**src/rtl/fetch_aligner.sv**
```systemverilog
// fetch_aligner: fetch-side instruction aligner for an RV32IC pipeline.
//   Reads word-aligned lines from imem, buffers them as halfwords, and presents
//   one aligned 16- or 32-bit instruction with its PC to decode per handshake.
// Ports:
//   clk, rst_n                    clock, asynchronous active-low reset
//   imem_read/addr/rdata/resp     single-outstanding word fetch interface
//   flush, flush_pc               one-cycle redirect to a halfword-aligned target
//   valid_out, ready_in           decode handshake
//   ir_out, pc_out                instruction (compressed zero-extended; nop when invalid) and its PC
module fetch_aligner #(
  parameter logic [31:0] RESET_PC = 32'h0000_0060,
  parameter int unsigned BUF_HW   = 4
) (
  input  logic        clk,
  input  logic        rst_n,
  output logic        imem_read,
  output logic [31:0] imem_addr,
  input  logic [31:0] imem_rdata,
  input  logic        imem_resp,
  input  logic        flush,
  input  logic [31:0] flush_pc,
  output logic        valid_out,
  input  logic        ready_in,
  output logic [31:0] ir_out,
  output logic [31:0] pc_out
);

  localparam int unsigned CW = $clog2(BUF_HW + 1);
  localparam int unsigned AW = $clog2(BUF_HW);

  // F_STALE: a request is still outstanding but its data belongs to a
  // pre-flush stream and must be discarded when it returns.
  typedef enum logic [1:0] {F_IDLE, F_WAIT, F_STALE} fetch_e;

  fetch_e        fst_q, fst_d;
  logic [15:0]   buf_q [BUF_HW];
  logic [15:0]   buf_d [BUF_HW];
  logic [CW-1:0] cnt_q, cnt_d;
  logic [31:0]   pc_q, pc_d;
  logic [31:0]   addr_q, addr_d;
  logic [31:0]   tgt_q, tgt_d;
  logic          drop_lo_q, drop_lo_d;

  logic          is32, valid, accept;
  logic [15:0]   h0, h1, push0, push1;
  logic [31:0]   flush_word;
  int unsigned   cnt_w, pop_w, push_w;
  logic          unused_flush_pc0;

  assign unused_flush_pc0 = flush_pc[0];

  assign h0    = buf_q[0];
  assign h1    = buf_q[1];
  assign is32  = (h0[1:0] == 2'b11);
  assign cnt_w = 32'(cnt_q);
  assign valid = is32 ? (cnt_w >= 2) : (cnt_w >= 1);

  assign valid_out = valid;
  assign ir_out    = !valid ? 32'h0000_0013 : (is32 ? {h1, h0} : {16'h0000, h0});
  assign pc_out    = pc_q;
  assign imem_addr = addr_q;
  assign imem_read = (fst_q != F_IDLE);

  assign accept     = imem_resp && (fst_q == F_WAIT) && !flush;
  assign push0      = drop_lo_q ? imem_rdata[31:16] : imem_rdata[15:0];
  assign push1      = imem_rdata[31:16];
  assign pop_w      = (valid && ready_in) ? (is32 ? 2 : 1) : 0;
  assign push_w     = accept ? (drop_lo_q ? 1 : 2) : 0;
  assign flush_word = {flush_pc[31:2], 2'b00};

  always_comb begin
    int unsigned j;
    j         = 0;
    fst_d     = fst_q;
    cnt_d     = cnt_q;
    pc_d      = pc_q;
    addr_d    = addr_q;
    tgt_d     = tgt_q;
    drop_lo_d = drop_lo_q;

    // Shift out popped halfwords and append pushed ones in a single pass, so
    // a simultaneous push and pop land in the right slots.
    for (int unsigned i = 0; i < BUF_HW; i++) begin
      j = i + pop_w;
      if (j < cnt_w)                       buf_d[i] = buf_q[AW'(j)];
      else if (j == cnt_w && push_w >= 1)  buf_d[i] = push0;
      else if (j == cnt_w + 1 && push_w == 2) buf_d[i] = push1;
      else                                 buf_d[i] = '0;
    end

    if (flush) begin
      cnt_d     = '0;
      pc_d      = {flush_pc[31:1], 1'b0};
      drop_lo_d = flush_pc[1];
      case (fst_q)
        F_IDLE: addr_d = flush_word;
        default: begin
          if (imem_resp) begin
            addr_d = flush_word;
            fst_d  = F_IDLE;
          end else begin
            // Keep the bus request stable; remember where to go afterwards.
            fst_d = F_STALE;
            tgt_d = flush_word;
          end
        end
      endcase
    end else begin
      cnt_d = CW'(cnt_w + push_w - pop_w);
      if (pop_w != 0) pc_d = pc_q + (is32 ? 32'd4 : 32'd2);
      case (fst_q)
        F_IDLE:  if (cnt_w <= BUF_HW - 2) fst_d = F_WAIT;
        F_WAIT: begin
          if (imem_resp) begin
            addr_d    = addr_q + 32'd4;
            drop_lo_d = 1'b0;
            fst_d     = F_IDLE;
          end
        end
        F_STALE: begin
          if (imem_resp) begin
            addr_d = tgt_q;
            fst_d  = F_IDLE;
          end
        end
        default: fst_d = F_IDLE;
      endcase
    end
  end

  always_ff @(posedge clk or negedge rst_n) begin
    if (!rst_n) begin
      fst_q     <= F_IDLE;
      cnt_q     <= '0;
      pc_q      <= RESET_PC;
      addr_q    <= RESET_PC;
      tgt_q     <= RESET_PC;
      drop_lo_q <= 1'b0;
      for (int unsigned i = 0; i < BUF_HW; i++) buf_q[i] <= '0;
    end else begin
      fst_q     <= fst_d;
      cnt_q     <= cnt_d;
      pc_q      <= pc_d;
      addr_q    <= addr_d;
      tgt_q     <= tgt_d;
      drop_lo_q <= drop_lo_d;
      for (int unsigned i = 0; i < BUF_HW; i++) buf_q[i] <= buf_d[i];
    end
  end

endmodule

```
**config.mk**
```make
export PLATFORM = sky130hd
export DESIGN_NAME = fetch_aligner
export DESIGN_NICKNAME = d
export VERILOG_FILES = /design/src/rtl/fetch_aligner.sv
export SDC_FILE = /design/constraint.sdc
export NUM_CORES = 1
export LEC_CHECK = 0
export ABC_AREA = 1
export CORE_ASPECT_RATIO = 1.4
export CORE_MARGIN = 2
export CORE_UTILIZATION = 25
export CTS_CLUSTER_SIZE = 12
export DETAILED_ROUTE_END_ITERATION = 8
export PLACE_DENSITY_LB_ADDON = 0.05
export SYNTH_ARGS = -nofsm -noshare
export SYNTH_HDL_FRONTEND = slang
export SYNTH_SLANG_ARGS = --single-unit
```
**constraint.sdc**
```tcl
create_clock -name clk -period 5.4 [get_ports clk]
set_input_delay 1.08 -clock clk [delete_from_list [all_inputs] [get_ports clk]]
set_output_delay 1.08 -clock clk [all_outputs]
set_load 0.02 [all_outputs]
```
==> results of run 1 <==
-- worst paths after layout --
check                      slack, ps               endpoint  cells after the start
min reg2reg                      500   tgt_q[2]$_DFFE_PN0P_                      1
max reg2reg                     1200    buf_q[10]$_DFF_PN0_                     14
min                              500   tgt_q[2]$_DFFE_PN0P_                      1
max in group asynchronous       3700        h1[0]$_DFF_PN0_                      2
max                             1190              ir_out[0]                      7
min in group asynchronous        620  tgt_q[24]$_DFFE_PN0P_                      1
-- layout make-up --
class                      count  area [um2]  share of cell area [%]
clock buffer                  20         447                    3.05
clock inverter                10         185                    1.27
inverter                     205         773                    5.28
multi-input combinational   1371        6590                    45.0
sequential                   161        4040                    27.6
tap                          624         781                    5.34
timing repair buffer         187        1820                    12.4
-- power by group --
part	switching, mW	internal, mW	leakage (nW)
logic	3.05	1.58	4.62
registers	0.497	1.69	1.97
clock network	0.565	0.829	0.306
total	4.11	4.10	6.90
-- cell usage in the layout, fill, tap and decap left out, types with 4 or more instances in the layout --
cell type	instances
mux2_2	10
nand2_1	615
inv_1	194
o211ai_1	44
xor2_1	24
o21bai_1	16
a31oi_1	12
inv_2	5
buf_4	24
clkdlybuf4s50_1	160
nand3_1	150
nor3_1	17
dfrtp_1	155
clkbuf_16	17
ha_1	18
conb_1	4
nor2_1	164
a21oi_1	78
bufinv_16	5
o21ai_0	154
o221ai_1	4
xnor2_1	11
nand2_2	5
clkinv_1	4
dfstp_2	6
nand4_1	14
nand3b_1	7
-- per-stage QoR --
step	cells	hold slack, ps	worst slack (ps)	instance area, um2
CTS	2578	508	1090	14600
detailed placement	2548	495	798	14000
floorplan	1825	454	1590	11800
global route	2578	522	979	14600
global placement	2548	484	819	14000
finish	2578	503	1190	14600
-- flip-flops by register name, summed over array words and instances (netlist names) --
register   flops
pc_out        31
fst_q          2
imem_addr     30
tgt_q         30
h1            16
h0            16
drop_lo_q      1
buf_q         32
cnt_q          3
-- routing by layer --
metal	global-route usage [%]	wire length [um]	vias to the layer above
li1	-	-	6078
met1	22.8	19900	5834
met2	40.1	27400	309
met3	2.39	1710	67
met4	8.14	1750	0
met5	0	0	-
-- logic make-up (layout without fill, tap and decap cells) --
family / after synthesis / in the layout / share of synthesized area, %
XOR/XNOR: 35 / 35 / 2.60
AO/OA/AOI/OAI: 313 / 313 / 15.0
adder cells (fa/ha/maj): 21 / 21 / 2.42
buffers and inverters: 293 / 422 / 10.2
flip-flops: 161 / 161 / 34.2
AND/OR/NAND/NOR: 988 / 988 / 34.7
other: 1 / 4 / 0.0318
multiplexers: 10 / 10 / 0.954
==> run metrics, run 1 <==
Rows 94; register area share after synthesis 34.2%; I/O pins 167; pwr dens ~560 nW/um2; count leader, synth nand2_1; RSZ-0062 raised after global routing no; worst-path fanout max 14; reg2reg start cnt_q[1]$_DFF_PN0_; layout cells sized above 1 4.96%; n_diodes 0; Root Driver clkbuf_16; crit path from cnt_q[1]$_DFF_PN0_; critical path class flop to output port; most used cell, CP inv_1; Post-CTS Hold Fix Bufs 0; clk_skew approximately 16 ps; Final setup viols 0; Post-synth top cells nand2_1, inv_1, nor2_1; Slew Limit Fails 0; clk sinks 161; Arr. time, crit path 3130 ps; synthesized area 11,800 um2; YS warnings 0; CP Cell Sequence inv_1 > ha_1 > nand2_1 > nand2_4 > inv_1 > or2_2 > clkdlybuf4s50_1; Remaining Overflow, GRT 0; fillcell total 5,223; first-pass GRT wire length 75,600 um; hold crit path type flop to flop; CP max-delay cell clkdlybuf4s50_1; vias in the first global route 12,000; Peak Freq 0.238 GHz; Max-slew headroom approximately a third; HP Start tgt_q[2]$_DFFE_PN0P_; ys flop type dfrtp_1; # port buffers about 160; period utilization 78.0%; Die X-Extent roughly 190 um; DP Wirelength between 30,000 and 40,000 um; worst path required time 4320 ps; Setup TNS 0 ps; Pleak a little under 7 nW; Synth cell types 45; Reg clk slew, reported paths 60 ps; max_cap viols 0; CTS Buf Count 17; fin nets slightly above 2,000; DIE HEIGHT 261 um; Finished Core Util around 31%; Crit. End Element output port; via count 12,300; post-CTS setup buffers 0; final hold violations 0; crit path buf inv count 3; Setup crit start kind flop; status finished clean; top post-synthesis cells by area dfrtp_1, nand2_1, o21ai_0; EDFF count, synth 0; drt pass-1 iters 5; Max Root-Sink Buffers 2; Antenna Nets Post-Route 0; Final Wtd Congestion roughly 0.84; total die area 49,000 um2; Worst path max stage delay 600 ps; maximum VDD drop 0.265 mV; GRT Total Usage about 21%; Mean Syn Cell Area 6.48 um2; mean routed wirelength per cell around 20 um; Overall Power 8.22 mW; Initial Util about a quarter; Synth area leader dfrtp_1; pin count of the biggest net entering global routing 95; Iteration-0 DRC Markers 704; DRC violations left 0; Routed WL 50,800 um; H-tree Lvls 4; CORE AREA 46,800 um2; post-cts gate resize count 0; Post-Synthesis Cells 1,822; Top delay family on crit path buffers and inverters; CTS tree built; Post-synth ARST share 100%; register bit total from synthesis between 150 and 200; routed vias/inst 4.77; area grow syn2layout 23.9%; fin crit period around 4200 ps; slew of the pin with the lowest slew margin 993 ps; Clock Latency Late Sink approximately 460 ps; initial antenna violation count 0; area share of the largest cell type after synthesis 32.8%
(Power assumes the default switching activity.)
==> inputs of run 2 (changes only) <==
==> constraint.sdc (replaced) <==
create_clock -name clk -period 3.4 [get_ports clk]
set_input_delay 0.68 -clock clk [delete_from_list [all_inputs] [get_ports clk]]
set_output_delay 0.68 -clock clk [all_outputs]
set_load 0.02 [all_outputs]
==> run 2 against run 1 <==
Final cell count grew 1.5%. Sequential power up 58%. Wire length fell by 0.18%. Power is 61% higher. Worst setup slack worse by 980 ps. Clock power grew 39%. Clock-buffer cell count is 1 higher. Combinational power grew 69%. Clock skew is 1.4 ps lower.
==> run metrics, run 2 (synthesis gave the netlist of run 1 again) <==
fillcell total 5,256 (+0.63%); Clock Latency Late Sink 460 ps (about the same); Crit. End Element output port; worst path required time 2720 ps (-1600 ps); Setup crit start kind flop; clk sinks 161 (unchanged); via count 12,400 (+0.55%); hold crit path type input pin to asynchronous set/reset pin; worst-path fanout max 12 (-2); maximum VDD drop 0.466 mV (+76%); Post-CTS Hold Fix Bufs 0 (unchanged); routed vias/inst 4.72 (-0.92%); Slew Limit Fails 0 (unchanged); Top reg by flops buf_q; period utilization 93.9%; layout cells sized above 1 6.93% (+2.0 points); Root Driver clkbuf_16; CTS Buf Count 17 (unchanged); drt pass-1 iters 5 (unchanged); fin crit period 3190 ps; max reg flops 32 (unchanged); Pleak 7.07 nW (+2.5%); clk_skew 14.2 ps (-1.37 ps); Setup TNS 0 ps (unchanged); total die area 49,000 um2 (unchanged); DP Wirelength 37,600 um (+4.2%); Max-slew headroom 50.0% (+16 points); slew of the pin with the lowest slew margin 750 ps (-243 ps); fin nets 2,071 (+1.9%); footprint of the multi-input gates 6590 um2 (about the same); Peak Freq 0.313 GHz; mean routed wirelength per cell 19.4 um (-1.6%); pwr dens 884 nW/um2 (+57%); pin count of the biggest net entering global routing 73 (-23%); initial antenna violation count 0 (unchanged); CORE AREA 46,800 um2 (unchanged); most frequent cells in the layout nand2_1, inv_1, nor2_1; CTS tree built; DRC violations left 0 (unchanged); Final setup viols 0 (unchanged); Antenna Nets Post-Route 0 (unchanged); Remaining Overflow, GRT 0 (unchanged); RSZ-0062 raised after global routing no; FF/Latch Area 4040 um2 (unchanged); status finished clean; Reg clk slew, reported paths 70 ps (about the same); H-tree Lvls 4 (unchanged); critical path class flop to output port; final hold violations 0 (unchanged); R2R cell count 12 (-2); n_diodes 0 (unchanged); commonest non-fill, non-tap cell in the layout nand2_1; Overall Power 13.2 mW (+61%); Final Wtd Congestion 0.843 (+0.37%); first-pass GRT wire length 75,700 um (about the same); Fin Hold WS 154 ps (-350 ps); max_cap viols 0 (unchanged); DIE HEIGHT 261 um (unchanged); Initial Util 25.2% (unchanged); vias in the first global route 12,200 (+1.9%); Rows 94 (unchanged); # port buffers 162 (unchanged); Arr. time, crit path 2510 ps (-620 ps); area grow syn2layout 26.7%; Die X-Extent 188 um (unchanged); Max Root-Sink Buffers 2 (unchanged); Routed WL 50,700 um (-0.18%); Iteration-0 DRC Markers 700 (-0.57%); I/O pins 167 (unchanged); GRT Total Usage 20.7% (+0.035 points)
-- run 2: cell count changes in the layout (fill, tap and decap cells not counted), moves of 2 or more --
cell        previous run  this run
inv_1                194       192
bufinv_16              5         1
clkinvlp_4             1         4
buf_12                 1        11
buf_4                 24        52
-- run 2: per-stage QoR --
step	utilization, %	setup slack, ps	instance area, um2	std cells
floorplan	-	2.40	11800	1825
global placement	30.7	253	14400	2584
detailed placement	30.7	261	14400	2584
CTS	32.0	125	15000	2616
global route	32.0	40.0	15000	2616
finish	32.0	207	15000	2616
-- run 2: path summary, 6_finish.rpt --
kind                                 startpoint                        end  slack (ps)
min                                       rst_n  imem_addr[26]$_DFFE_PN0P_         150
max reg2reg                     h0[0]$_DFF_PN0_        buf_q[24]$_DFF_PN0_         600
min reg2reg                tgt_q[2]$_DFFE_PN0P_       tgt_q[2]$_DFFE_PN0P_         500
min in group clk           tgt_q[2]$_DFFE_PN0P_       tgt_q[2]$_DFFE_PN0P_         500
max                          cnt_q[1]$_DFF_PN0_                  ir_out[9]         210
max in group asynchronous                 rst_n            h1[7]$_DFF_PN0_        2400
-- run 2: critical path: stages (launching register included) --
cell and delay (ps):
dfrtp_1 400, inv_2 170, ha_1 180, nand2_1 80
nand2_4 150, clkinvlp_4 130, buf_12 170, nor2_1 150
clkdlybuf4s50_1 650
-- run 2: layer usage --
| metal | wire length [um] | global-route usage, % |
|---|---|---|
| met4 | 2200 | 9.32 |
| met2 | 27000 | 39.8 |
| met1 | 19600 | 22.5 |
| met3 | 1850 | 2.61 |
| met5 | 0 | 0 |
-- run 2: what timing repair did --
| action | CTS | global route |
|---|---|---|
| gates resized for setup | 1 | 0 |
| endpoints found under the setup margin | 10 | 0 |
| setup buffers | 2 | 0 |
-- run 2: power by group --
part	switching (mW)	total, mW	internal (mW)
clock	0.893	1.93	1.04
sequential	0.764	3.45	2.69
combinational	4.96	7.84	2.88
-- run 2: final cells by class --
type / count / share of cell area (%)
clock inverter: 9 / 0.569
clock buffer: 21 / 3.08
timing repair buffer: 225 / 14.9
multi-input combinational: 1371 / 44.1
sequential: 161 / 27.0
tap: 624 / 5.22
inverter: 205 / 5.19
